File: src/rtl/wb_trace_buffer_pkg.sv
// Trace_PKG: record layout, record kinds and drop-counter saturation for wb_trace_buffer.
// Latency: n/a (types and helper function only).
// Backpressure: n/a. When TRACE_TIMESTAMP_EN is defined, each record also carries a cycle stamp.
package Trace_PKG;

    localparam int          REC_DATA_W = 32;
    localparam int          REC_TS_W   = 16;
    localparam logic [7:0]  DROP_SAT   = 8'd255;

    typedef enum logic [1:0] {
        REG   = 2'b00,
        STORE = 2'b01,
        LOAD  = 2'b10
    } trace_kind_e;

    typedef struct packed {
        trace_kind_e             kind;
        logic [8:0]              index;
        logic [REC_DATA_W-1:0]   data;
`ifdef TRACE_TIMESTAMP_EN
        logic [REC_TS_W-1:0]     ts;
`endif
    } trace_rec_t;

    // Adds up to two drops to the counter and clamps the result at DROP_SAT.
    function automatic logic [7:0] drop_add(input logic [7:0] cnt, input logic [1:0] n);
        logic [8:0] sum;
        sum = {1'b0, cnt} + {7'b0, n};
        return sum[8] ? DROP_SAT : sum[7:0];
    endfunction

endpackage

File: src/rtl/wb_trace_buffer_fifo.sv
// trace_fifo: dual-push, single-pop show-ahead queue of trace records.
// Latency: a record pushed in cycle N is readable at the head in cycle N+1.
// Backpressure: the head holds while rd_rdy_i=0; the caller pushes only into free space.
module trace_fifo
    import Trace_PKG::*;
#(
    parameter  int DEPTH = 16,
    localparam int AW    = $clog2(DEPTH),
    localparam int CW    = AW + 1
) (
    input  logic           clk,
    input  logic           reset,
    input  logic           push0_i,
    input  logic           push1_i,
    input  trace_rec_t     rec0_i,
    input  trace_rec_t     rec1_i,
    output logic           rd_vld_o,
    input  logic           rd_rdy_i,
    output trace_rec_t     head_o,
    output logic [CW-1:0]  count_o
);

    trace_rec_t     mem_q [DEPTH];
    logic [AW-1:0]  wptr_q, wptr_d;
    logic [AW-1:0]  rptr_q, rptr_d;
    logic [CW-1:0]  count_q, count_d;
    logic           pop;

    assign rd_vld_o = (count_q != '0);
    assign pop      = rd_vld_o & rd_rdy_i;
    assign head_o   = mem_q[rptr_q];
    assign count_o  = count_q;

    // Pointer and occupancy next-state; pointers wrap naturally at DEPTH.
    always_comb begin
        wptr_d  = wptr_q + AW'(push0_i) + AW'(push1_i);
        rptr_d  = rptr_q + AW'(pop);
        count_d = count_q + CW'(push0_i) + CW'(push1_i) - CW'(pop);
    end

    // Pointer and occupancy registers.
    always_ff @(posedge clk) begin
        if (reset) begin
            wptr_q  <= '0;
            rptr_q  <= '0;
            count_q <= '0;
        end else begin
            wptr_q  <= wptr_d;
            rptr_q  <= rptr_d;
            count_q <= count_d;
        end
    end

    // Storage; rec1 only ever lands directly behind rec0, so it goes to wptr+1.
    always_ff @(posedge clk) begin
        if (push0_i) mem_q[wptr_q] <= rec0_i;
        if (push1_i) mem_q[wptr_q + AW'(1)] <= rec1_i;
    end

endmodule

File: src/rtl/wb_trace_buffer.sv
// wb_trace_buffer: captures writeback/data-memory events into a FIFO for an external monitor.
// Latency: an event captured in cycle N reaches the head in cycle N+1 when the FIFO is empty.
// Backpressure: trc_* hold while trc_ready=0; events arriving without space are dropped and counted.
// Optional: TRACE_TIMESTAMP_EN adds a free-running cycle stamp to every record.
module wb_trace_buffer
    import Trace_PKG::*;
#(
    parameter int DEPTH      = 16,
    parameter int DATA_W     = 32,
    parameter int DM_ADDRESS = 9,
    parameter int TS_W       = 16
) (
    input  logic                     clk,
    input  logic                     reset,
    input  logic                     trace_en,
    input  logic                     clr_ovf,
    input  logic                     reg_write_sig,
    input  logic [4:0]               reg_num,
    input  logic [DATA_W-1:0]        reg_data,
    input  logic                     wr,
    input  logic                     reade,
    input  logic [DM_ADDRESS-1:0]    addr,
    input  logic [DATA_W-1:0]        wr_data,
    input  logic [DATA_W-1:0]        rd_data,
    output logic                     trc_valid,
    input  logic                     trc_ready,
    output logic [1:0]               trc_kind,
    output logic [8:0]               trc_index,
    output logic [DATA_W-1:0]        trc_data,
    output logic [TS_W-1:0]          trc_ts,
    output logic [$clog2(DEPTH):0]   fill_count,
    output logic                     overflow,
    output logic [7:0]               drop_count
);

    localparam int CW = $clog2(DEPTH) + 1;

    logic           ev_reg;
    logic           ev_mem;
    logic [CW-1:0]  free;
    trace_rec_t     reg_rec;
    trace_rec_t     mem_rec;
    trace_rec_t     rec0;
    trace_rec_t     rec1;
    trace_rec_t     head;
    logic           push0;
    logic           push1;
    logic [1:0]     n_drop;
    logic           overflow_q, overflow_d;
    logic [7:0]     drop_cnt_q, drop_cnt_d;

`ifdef TRACE_TIMESTAMP_EN
    logic [TS_W-1:0] ts_q, ts_d;

    // Free-running cycle counter; wraps to zero.
    always_comb begin
        ts_d = ts_q + TS_W'(1);
    end

    // Cycle counter register.
    always_ff @(posedge clk) begin
        if (reset) ts_q <= '0;
        else       ts_q <= ts_d;
    end
`endif

    // x0 writes never change architectural state, so they are not traced.
    assign ev_reg = trace_en & reg_write_sig & (reg_num != 5'd0);
    assign ev_mem = trace_en & (wr | reade);

    // Space is judged on the start-of-cycle fill; a same-cycle pop does not help.
    assign free = CW'(DEPTH) - fill_count;

    // Build the candidate records; a store wins over a load when both strobes are high.
    always_comb begin
        reg_rec       = '0;
        reg_rec.kind  = REG;
        reg_rec.index = {4'b0, reg_num};
        reg_rec.data  = reg_data;
        mem_rec       = '0;
        mem_rec.kind  = wr ? STORE : LOAD;
        mem_rec.index = 9'(addr);
        mem_rec.data  = wr ? wr_data : rd_data;
`ifdef TRACE_TIMESTAMP_EN
        reg_rec.ts    = ts_q;
        mem_rec.ts    = ts_q;
`endif
    end

    // Order events (REG belongs to the older instruction) and decide pushes versus drops.
    always_comb begin
        push0  = 1'b0;
        push1  = 1'b0;
        n_drop = 2'd0;
        rec0   = ev_reg ? reg_rec : mem_rec;
        rec1   = mem_rec;
        if (ev_reg && ev_mem) begin
            if (free >= CW'(2)) begin
                push0 = 1'b1;
                push1 = 1'b1;
            end else if (free == CW'(1)) begin
                push0  = 1'b1;
                n_drop = 2'd1;
            end else begin
                n_drop = 2'd2;
            end
        end else if (ev_reg || ev_mem) begin
            if (free != '0) push0  = 1'b1;
            else            n_drop = 2'd1;
        end
    end

    // Drop accounting; a clear in the same cycle as a drop wins and the drop is not counted.
    always_comb begin
        overflow_d = overflow_q;
        drop_cnt_d = drop_cnt_q;
        if (clr_ovf) begin
            overflow_d = 1'b0;
            drop_cnt_d = 8'd0;
        end else if (n_drop != 2'd0) begin
            overflow_d = 1'b1;
            drop_cnt_d = drop_add(drop_cnt_q, n_drop);
        end
    end

    // Overflow and drop-counter registers.
    always_ff @(posedge clk) begin
        if (reset) begin
            overflow_q <= 1'b0;
            drop_cnt_q <= 8'd0;
        end else begin
            overflow_q <= overflow_d;
            drop_cnt_q <= drop_cnt_d;
        end
    end

    trace_fifo #(
        .DEPTH    (DEPTH)
    ) u_fifo (
        .clk      (clk),
        .reset    (reset),
        .push0_i  (push0),
        .push1_i  (push1),
        .rec0_i   (rec0),
        .rec1_i   (rec1),
        .rd_vld_o (trc_valid),
        .rd_rdy_i (trc_ready),
        .head_o   (head),
        .count_o  (fill_count)
    );

    // Head fields are masked when empty so stale storage never shows on the port.
    assign trc_kind   = trc_valid ? 2'(head.kind) : 2'b00;
    assign trc_index  = trc_valid ? head.index    : 9'd0;
    assign trc_data   = trc_valid ? head.data     : '0;
`ifdef TRACE_TIMESTAMP_EN
    assign trc_ts     = trc_valid ? head.ts       : '0;
`else
    assign trc_ts     = '0;
`endif
    assign overflow   = overflow_q;
    assign drop_count = drop_cnt_q;

endmodule

File: config.mk
export PLATFORM = sky130hd
export DESIGN_NAME = wb_trace_buffer
export DESIGN_NICKNAME = d
export VERILOG_FILES = /design/src/rtl/wb_trace_buffer_pkg.sv /design/src/rtl/wb_trace_buffer_fifo.sv /design/src/rtl/wb_trace_buffer.sv
export SDC_FILE = /design/constraint.sdc
export NUM_CORES = 1
export LEC_CHECK = 0
export BUFFER_PORTS_ARGS = -buffer_cell sky130_fd_sc_hd__clkbuf_2
export CORE_MARGIN = 2
export CORE_UTILIZATION = 30
export DETAILED_ROUTE_END_ITERATION = 8
export PLACE_DENSITY = 0.51
export SLEW_MARGIN = 20
export SYNTH_ARGS = -nofsm -noshare
export SYNTH_HDL_FRONTEND = slang
export SYNTH_SLANG_ARGS = --single-unit
File: constraint.sdc
create_clock -name clk -period 9.9 [get_ports clk]
set_clock_uncertainty 0.05 [all_clocks]
set_input_delay 0.99 -clock clk [delete_from_list [all_inputs] [get_ports clk]]
set_output_delay 0.99 -clock clk [all_outputs]
set_load 0.05 [all_outputs]
Word level (Yosys, flattened, before mapping)
Memory sizes are Yosys's and may differ from the RTL's. A register that Yosys moved wholly into a read port is not among the register bits.
Cells that the tools add are included.
Storage, ports and cells
  flip-flop bits (word level): 22
  RAM bits: 688
  input bits: 118
  logic and storage cells: 53
  memories: 1
Memory list
  u_fifo.mem_q: words 16, bits a word 43, read ports 1, clocked after memory_dff 1, write ports 2, RTL line wb_trace_buffer_fifo.sv:23  | trace_rec_t mem_q [DEPTH];
Cells by class
  add/subtract/negate cells: 9
  $lt $le $gt $ge: 1
  equality and inequality tests: 1
  multiplexer cells: 24
  bitwise operators: 5
  reduce and logical (&&, ||, !) cells: 7
Operators with widths (number)
  $mux 32: 2
  $mux 43: 1
  $reduce_bool 5->1: 3
  $mux 1: 13
  $add 4x1->4: 3
  $add 5x1->5: 2
  $mux 2: 5
  $add 8x2->9: 1
  $mux 9: 1
  $mux 8: 1
  $eq 5x1->1 const B: 1
  $ge 5x2->1 const B: 1
  $sub 5x1->5: 1
  $sub 5x5->5 const A: 1
  $add 4x1->4 const B: 1
  $and 1x1->1: 4
  $mux 4: 1
  $reduce_bool 2->1: 1
  $reduce_or 2->1: 1
  $logic_and 1x1->1: 1
  $logic_or 1x1->1: 1
  $or 1x1->1: 1

Longest topological paths before layout
  depth after elaboration: 8
  gate-level depth with buffers: 18

By module
Synthesis repeated with hierarchy kept, for this count alone.
Unflattened totals
  cells, all modules: 2261
  area total of the unflattened synthesis: 37252.0 um2
Modules (own cells, without submodules)
  trace_fifo: times used 1, cells an instance 2016, area each 35165.0 um2
  wb_trace_buffer: times used 1, cells an instance 245, area each 2087.0 um2

Worst setup path after synthesis
No wires, ideal clock.
  path kind: register to register
  from: register u_fifo.count_q[1], in the netlist u_fifo.count_o[1]
  to: memory u_fifo.mem_q[15][0] (netlist bit), enable pin
  setup time: 0.506 ns
  arrival time: 5.808 ns
  setup slack: 3.536 ns
  cell stages (with the launch flop): 12
  path buffers: 2
  period minus slack after synthesis: 6.364 ns
  cell sequence: dfxtp_1 > inv_1 > ha_1 > and2_1 > ha_1 > and2_1 > and3_1 > buf_4 > buf_4 > nor3_1 > a21oi_2 > nor3b_1
RTL lines
  start, declared: RTL line wb_trace_buffer_fifo.sv:26  | logic [CW-1:0] count_q, count_d;
  start signal, assigned: RTL line wb_trace_buffer_fifo.sv:50  | count_q <= count_d;
  end, declared: RTL line wb_trace_buffer_fifo.sv:23

==> out/results.tsv <==
stage	metric	value	unit
routing	vias_per_cell	5.09	
setup_path	crit_arrival	4330	ps
setup_path	cp.required	8860	ps
global_routing	antenna_found_initial	5	
global_routing	grt_pass1_vias	22700	
layout	layout-drive-gt1-share	0.223	
global_routing	grt_max_degree	94	
layout	area_delta_synth_final	12.9	%
clocking	clk_pin_slew_worst_paths	60	ps
layout	nNetsFinal	3039	
placement	dp_hpwl	62600	um
global_routing	grt_overflow	0	
clocking	insertion_delay	640	ps
placement	finalWeightedCongestion	0.746	
timing	period_share	0.543	
layout	final_common_cell	edfxtp_1	
timing	setup_tns	0	ps
job	maxCapViolCount	0	
worst_hold_path	hold_start	overflow	
timing	worst_slew_pin_slew	1160	ps
synthesis	async_reset_ff_frac	0	
clocking	ctsLongestPathBuffers	3	
timing	drv_slew	0	
setup_path	worst_setup_path_end_kind	primary output	
routing	routed_wl	112000	um
clocking	h-tree-depth	3	
routing	final_antenna_net_count	0	
layout	antenna_cells	0	
floorplan	core_area	119000	sq um
setup_path	reg2reg_depth	11	
timing	period_needed	5370	ps
setup_path	critPathLaunchType	flop	
floorplan	start_util	0.301	
timing	hold_viol_final	0	
clocking	clock-root-buffer	clkbuf_16	
synthesis	yosysWarningCount	0	
layout	fin_util	0.340	
clocking	cts_sinks	710	
global_routing	grt_pass1_wl	161000	um
power_and_ir_drop	powerDensity	230	nW/um^2
power_and_ir_drop	peakVddDrop	150	uV
worst_hold_path	hold_depth	2	
worst_hold_path	hold_class	flop to flop	
synthesis	syn_area_per_cell	12.7	sq um
placement	port_buffers	175	
floorplan	ioPinCount	192	
routing	dr.pass1.iters	6	
timing	fmax	186	MHz
power_and_ir_drop	power.total	0.00934	W
clocking	tritoncts	done	
synthesis	ys_types	56	
run_status	status	finished clean	
setup_path	worstSetupPathType	flop to primary output	
power_and_ir_drop	p_leak	12.5	nW
placement	pre_cts_slack	4860	ps
timing	finalSetupViolCount	0	
floorplan	die_area	123000	sq um
setup_path	worst-path-max-fanout	46	
setup_path	r2r-start	u_fifo.count_o[1]	
routing	dr_total_vias	23300	
routing	drt-wirelength-per-cell	24.4	um
synthesis	netlist_area	36000	sq um
floorplan	die_w	350	um
timing	rsz0062_at_grt	false	
synthesis	synth_edf_count	688	
timing	fin_ws	4530	ps
timing	slew_headroom	0.224	
synthesis	ys_ff_latch	710	
synthesis	synthFlopType	edfxtp_1	
routing	drc	0	
setup_path	startpoint	u_fifo.rptr_q[1]	
clocking	hold_buffers	0	
synthesis	yosysSeqAreaShare	0.587	
routing	drtIter0Drc	2763	
synthesis	syn_inst	2841	
clocking	cts_resized	0	
clocking	cts_buffers	80	
global_routing	grt.total_usage	0.181	
floorplan	die_h	350	um
clocking	post_cts_buffers	0	
layout	final_cell_mix	688 x edfxtp_1, 524 x nand2_1, 292 x o21ai_1	
layout	nFillCells	11700	
floorplan	num_rows	127	
## cell usage after synthesis, types with 3 or more instances
master / count / share of area
o21ai_0: 232 / 0.032
dfxtp_1: 22 / 0.012
edfxtp_1: 688 / 0.57
fa_1: 4 / 0.0022
nor3_1: 8 / 0.0011
a211oi_1: 3 / 0.00063
mux2i_1: 37 / 0.010
nand2b_1: 3 / 0.00052
mux4_2: 215 / 0.13
nand3_1: 5 / 0.00070
or2_2: 5 / 0.00087
inv_1: 17 / 0.0018
nand2_1: 524 / 0.055
clkbuf_1: 107 / 0.011
xor2_1: 3 / 0.00073
xnor2_1: 4 / 0.00097
a31oi_1: 4 / 0.00070
or3_1: 4 / 0.00070
nor2b_1: 91 / 0.016
buf_4: 64 / 0.013
buf_6: 26 / 0.0081
mux2_2: 32 / 0.010
and3_1: 3 / 0.00052
buf_1: 33 / 0.0034
o21ai_1: 292 / 0.041
nor4_4: 9 / 0.0053
ha_1: 16 / 0.0056
nor4_1: 5 / 0.00087
buf_2: 70 / 0.0097
a311oi_1: 4 / 0.00097
nor2_1: 137 / 0.014
and2_1: 46 / 0.0080
a21oi_1: 87 / 0.012
nand4_1: 18 / 0.0031
## routing by layer
layer / routed length, um / global-route usage
met5: 13 / 0
met3: 8420 / 0.0357
met2: 51300 / 0.281
met1: 49800 / 0.260
met4: 2040 / 0.0406
## flip-flops by register name, indices dropped and copies added (netlist names)
name            cells
u_fifo.mem_q      688
u_fifo.rptr_q       4
overflow            1
u_fifo.count_o      5
u_fifo.wptr_q       4
drop_count          8
## cell type report
cell class | instances | area, sq um | share of cell area
flip-flops and latches | 710 | 21100 | 0.520
multi-input cells | 1827 | 13400 | 0.330
clock buffers | 103 | 2110 | 0.0520
well taps | 1612 | 2020 | 0.0497
repair buffers | 264 | 1590 | 0.0392
clock inverters | 37 | 299 | 0.00737
inverters | 18 | 67.6 | 0.00167
## kinds of logic (layout without fill, tap and decap cells)
family	after synthesis	in the layout	share of synthesized area
buffers and inverters	319	422	0.0483
AOI/OAI and AO/OA	634	634	0.0916
adders and majority gates	20	20	0.00780
muxes	284	284	0.155
DFF	710	710	0.587
xor gates and xnor gates	7	7	0.00171
and+or+nand+nor	866	866	0.109
other	1	16	0.000104
## where the power goes
group	switching, W	total, W	internal, W
clock network	0.00126	0.00284	0.00159
logic	0.00181	0.00282	0.00100
registers	0.000101	0.00368	0.00358
## path summary, 6_finish.rpt
kind	slack, ps	to
max	4530	trc_data[29]
min reg2reg	430	overflow
min	430	overflow
max reg2reg	5110	u_fifo.mem_q[15][4]
## worst max-delay path, stage by stage, from the launching register on
cell	delay [ps]
dfxtp_4	890
buf_4	650
buf_4	630
mux4_2	400
mux4_2	580
and2_1	210
clkbuf_2	230
## stage by stage
step | hold WS, ps | std cells | cell area (sq um)
4_1_cts | 436 | 4570 | 40600
3_3_place_gp | 417 | 4430 | 38100
3_5_place_dp | 423 | 4430 | 38100
5_1_grt | 505 | 4571 | 40600
2_1_floorplan | 507 | 2856 | 36000
6_report | 428 | 4571 | 40600
No activity file was read; power rests on OpenSTA's default activity.
